==> src/rtl/id_ex_stage.sv <==
// rtl/id_ex_stage.sv - ID/EX pipeline register with load-use hazard bubble insertion
// Optional bubble counter enabled by defining STALL_COUNTER_EN.
module id_ex_stage #(
  parameter int XLEN = 32
) (
  input  logic            clk,
  input  logic            rst_n,
  input  logic            id_valid,
  input  logic [14:0]     id_ctrl,
  input  logic [XLEN-1:0] id_pc,
  input  logic [XLEN-1:0] id_rs1_data,
  input  logic [XLEN-1:0] id_rs2_data,
  input  logic [XLEN-1:0] id_imm,
  input  logic [4:0]      id_rs1,
  input  logic [4:0]      id_rs2,
  input  logic [4:0]      id_rd,
  input  logic            flush,
  input  logic            ex_hold,
  output logic            stall_out,
  output logic            ex_valid,
  output logic [14:0]     ex_ctrl,
  output logic [XLEN-1:0] ex_pc,
  output logic [XLEN-1:0] ex_rs1_data,
  output logic [XLEN-1:0] ex_rs2_data,
  output logic [XLEN-1:0] ex_imm,
  output logic [4:0]      ex_rs1,
  output logic [4:0]      ex_rs2,
  output logic [4:0]      ex_rd,
  output logic [15:0]     stall_cnt
);

  logic            r_valid;
  logic [14:0]     r_ctrl;
  logic [XLEN-1:0] r_pc, r_rs1_data, r_rs2_data, r_imm;
  logic [4:0]      r_rs1, r_rs2, r_rd;
  logic            w_hazard;
  logic            w_bubble;

  // Load in EX whose destination feeds the instruction waiting in ID.
  assign w_hazard = id_valid & r_valid & r_ctrl[12] & (r_rd != 5'd0) &
                    ((r_rd == id_rs1) | (r_rd == id_rs2));
  assign w_bubble = w_hazard & ~flush & ~ex_hold;
  assign stall_out = w_hazard & ~flush;

  always_ff @(posedge clk or negedge rst_n) begin
    if (!rst_n) begin
      r_valid    <= 1'b0;
      r_ctrl     <= '0;
      r_pc       <= '0;
      r_rs1_data <= '0;
      r_rs2_data <= '0;
      r_imm      <= '0;
      r_rs1      <= '0;
      r_rs2      <= '0;
      r_rd       <= '0;
    end else if (flush || (!ex_hold && w_hazard)) begin
      r_valid    <= 1'b0;
      r_ctrl     <= '0;
      r_pc       <= '0;
      r_rs1_data <= '0;
      r_rs2_data <= '0;
      r_imm      <= '0;
      r_rs1      <= '0;
      r_rs2      <= '0;
      r_rd       <= '0;
    end else if (!ex_hold) begin
      r_valid    <= id_valid;
      r_ctrl     <= id_valid ? id_ctrl : 15'd0;
      r_pc       <= id_pc;
      r_rs1_data <= id_rs1_data;
      r_rs2_data <= id_rs2_data;
      r_imm      <= id_imm;
      r_rs1      <= id_rs1;
      r_rs2      <= id_rs2;
      r_rd       <= id_rd;
    end
  end

`ifdef STALL_COUNTER_EN
  logic [15:0] r_stall_cnt;

  always_ff @(posedge clk or negedge rst_n) begin
    if (!rst_n) begin
      r_stall_cnt <= '0;
    end else if (w_bubble && (r_stall_cnt != 16'hFFFF)) begin
      r_stall_cnt <= r_stall_cnt + 16'd1;
    end
  end

  assign stall_cnt = r_stall_cnt;
`else
  logic w_unused_bubble;
  assign w_unused_bubble = w_bubble;
  assign stall_cnt = 16'd0;
`endif

  assign ex_valid    = r_valid;
  assign ex_ctrl     = r_ctrl;
  assign ex_pc       = r_pc;
  assign ex_rs1_data = r_rs1_data;
  assign ex_rs2_data = r_rs2_data;
  assign ex_imm      = r_imm;
  assign ex_rs1      = r_rs1;
  assign ex_rs2      = r_rs2;
  assign ex_rd       = r_rd;

endmodule
==> config.mk <==
export PLATFORM = sky130hd
export DESIGN_NAME = id_ex_stage
export DESIGN_NICKNAME = d
export VERILOG_FILES = /design/src/rtl/id_ex_stage.sv
export SDC_FILE = /design/constraint.sdc
export NUM_CORES = 1
export LEC_CHECK = 0
export CORE_AREA = 5 5 139 141
export DETAILED_ROUTE_END_ITERATION = 6
export DIE_AREA = 0 0 144 146
export GPL_ROUTABILITY_DRIVEN = 0
export PLACE_DENSITY_LB_ADDON = 0.08
export RECOVER_POWER = 100
export SYNTH_ARGS = -nofsm -noshare
export SYNTH_HDL_FRONTEND = slang
export SYNTH_SLANG_ARGS = --single-unit
==> constraint.sdc <==
create_clock -name clk -period 1.8 [get_ports clk]
set_input_delay 0.45 -clock clk [delete_from_list [all_inputs] [get_ports clk]]
set_output_delay 0.45 -clock clk [all_outputs]
set_load 0.05 [all_outputs]
==> out/qor.yml <==
tightestPinTransition_ns: 1.12
syn_area_per_cell_um2: 14.4
clock_latency_ns: 0.42
gr-total-overflow: 0
period_share_pct: 128
synth_cells: 430
synthDominantCellAreaShare_pct: 64.5
grt_pass1_vias: 5984
track_usage_pct: 21.7
wl_met2_mm: 11.4
hold_viol: 0
rows: 49
cts.sinks: 159
p_leak_uw: 0.00481
path_cells: "clkdlybuf4s50_1 > xnor2_2 > nand3_2 > o22ai_2 > nand2_2 > nor3_4 > buf_12"
hold_path_class: "reg -> reg"
max_freq_mhz: 434
maxCapViolCount: 0
worst-endpoint-required_ns: 1.35
fp.dieW_um: 144
die_area_um2: 21000
fillers: 1503
yosysTopAreaCell: "dfrtp_1"
wl_per_cell_um: 22.5
critPathMaxStageDelay_ns: 0.53
cp-end-kind: "primary output"
fin_nets: 939
fin_ws_ns: -0.502
clock-root-buffer: "clkbuf_16"
tritoncts: "yes"
drc: 0
hold_ws_ns: 0.488
fin_setup_tns_ns: -35.30
clock_skew_ns: 0.00922
portBuffers: 322
netlist_area_um2: 6170
grt_pass1_wl_mm: 35.0
violations: "negative setup slack"
drv_slew: 0
synthTopCellsByArea: "dfrtp_1 (64%), a32o_1 (21%), a22o_1 (3.5%), clkbuf_1 (2.4%), buf_4 (1.9%)"
yosysWarningCount: 0
postRouteAntennaNets: 0
cp_data_arrival_time_ns: 1.85
htreeDepth: 4
clock_path_buffers: 2
place_ws_ns: -0.509
post-place-cells: 962
grt_antenna_before_repair: 0
drtIter0Drc: 312
cts_buffers: 17
status: "finished with violations"
pin_count: 339
seq_area_frac_synth_pct: 64.5
relSlewSlack_pct: 25.3
top_layer: "met4"
cp_top_family: "buffers and inverters"
rsz0062_at_grt: "true"
path_clk_slew_ns: 0.06
drt-met1-wl_mm: 8.41
power.density_nw_per_um2: 928
fin_crit_ns: 2.30
drive_gt1_share_pct: 33.8
slowest_stage: "clkdlybuf4s50_1"
synth_seq_cells: 159
coreArea_um2: 17800
routed_via_density: 5.45
synth_cell_types: 22
layout.cells.non_filler: 1017
start_util_pct: 34.6
peakVddDrop_v: 0.000627
dr_total_vias: 5546
num_antenna_cells: 0
areaGrowthSynthToFinish_pct: 66.6
grt_max_degree: 63
start_kind: "primary input"
dp_hpwl_mm: 15.4
path_buf_inv: 2
die_h_um: 146
power_uw: 9540
crit_fanout: 2
setup_violations: 160
dr.pass1.iters: 5
wl_met3_mm: 2.32
drt-total-wl_mm: 22.9
crit_type: "in -> out"
layout make-up:
class | count | area [um^2] | area share (%)
flip-flops and latches | 159 | 3980 | 38.7
repair buffers | 378 | 3400 | 33.1
multi-input cells | 219 | 2010 | 19.5
clock buffers | 21 | 460 | 4.48
well taps | 229 | 287 | 2.79
clock inverters | 10 | 138 | 1.34
inverters | 1 | 3.75 | 0.0365
worst paths after layout:
kind / from / endpoint / slack [ns] / cells after the start
hold / removal: ex_pc[3] / ex_pc[3] / 0.49 / 1
setup / recovery: id_rs1[4] / stall_out / -0.50 / 7
setup reg to reg: ex_rd[0] / ex_ctrl[3] / -0.30 / 7
hold reg to reg: ex_pc[3] / ex_pc[3] / 0.49 / 1
min in group asynchronous: rst_n / ex_ctrl[13] / 0.77 / 2
max in group asynchronous: rst_n / ex_pc[12] / 0.17 / 3
sequential cells by signal, indices dropped and copies added (netlist names):
name / flops
ex_rs2: 5
ex_valid: 1
ex_rs2_data: 32
ex_pc: 32
ex_imm: 32
ex_ctrl: 15
ex_rd: 5
ex_rs1: 5
ex_rs1_data: 32
cells in the mapped netlist:
| cell type | count |
|---|---|
| a2111oi_4 | 1 |
| a21o_1 | 1 |
| a22o_1 | 25 |
| a31o_2 | 5 |
| a32o_1 | 128 |
| buf_2 | 10 |
| buf_4 | 16 |
| buf_6 | 1 |
| clkbuf_1 | 40 |
| conb_1 | 1 |
| dfrtp_1 | 159 |
| inv_1 | 1 |
| nand2_1 | 8 |
| nand3_1 | 3 |
| nor2_1 | 6 |
| nor2b_1 | 1 |
| nor3_1 | 1 |
| nor3b_1 | 10 |
| o22ai_1 | 1 |
| o311a_4 | 1 |
| or3_1 | 1 |
| xnor2_1 | 10 |
where the power goes:
group          leakage [uW]  internal, uW  switching [uW]
Sequential          0.00211          3770             117
Clock              0.000289          2250            1440
Combinational       0.00241           727            1240
timing repair:
action                                  CTS  global route
gates resized for setup                  19             2
endpoints found under the setup margin  160           160
endpoints found under the hold margin    35             0
pin swaps                                 3             2
gates cloned                             12             0
setup buffers                            11             2
hold buffers                              1             0
metal layers:
metal	track usage, %	vias to the layer above
met5	0	-
li1	-	2415
met1	25.7	2828
met2	35.9	257
met3	7.89	46
met4	8.15	0
per-stage QoR:
step | area (um^2) | util [%]
CTS | 10700 | 60.0
floorplan | 6280 | -
finish | 10300 | 57.6
global placement | 9580 | 53.7
global route | 10300 | 57.6
detailed placement | 9580 | 53.7
kinds of logic after synthesis:
kind of cell,after synthesis,synth area share [%]
AOI/OAI and AO/OA,162,26.0
buffers and inverters,68,5.43
xor gates and xnor gates,10,1.42
DFF,159,64.5
other,1,0.0608
and+or+nand+nor,30,2.59
placed cells by master (no fill, tap or decap), types with 2 or more instances in the layout:
cell type and count:
clkbuf_1 2, nand3_4 2, conb_1 16, clkinvlp_4 2, clkdlybuf4s50_1 160, clkinv_2 3, bufbuf_16 5, xnor2_1 8
buf_16 6, buf_8 2, buf_12 21, buf_4 23, clkbuf_16 18, bufinv_16 3, a32o_1 128, nor3b_1 10
nor2_1 5, clkbuf_2 155, a31o_2 5, buf_6 2, clkinv_4 2, dfrtp_1 155, dfrtp_2 4, a22o_1 25
nand2_1 7, clkbuf_8 2
No activity file was read; power rests on OpenSTA's default activity.
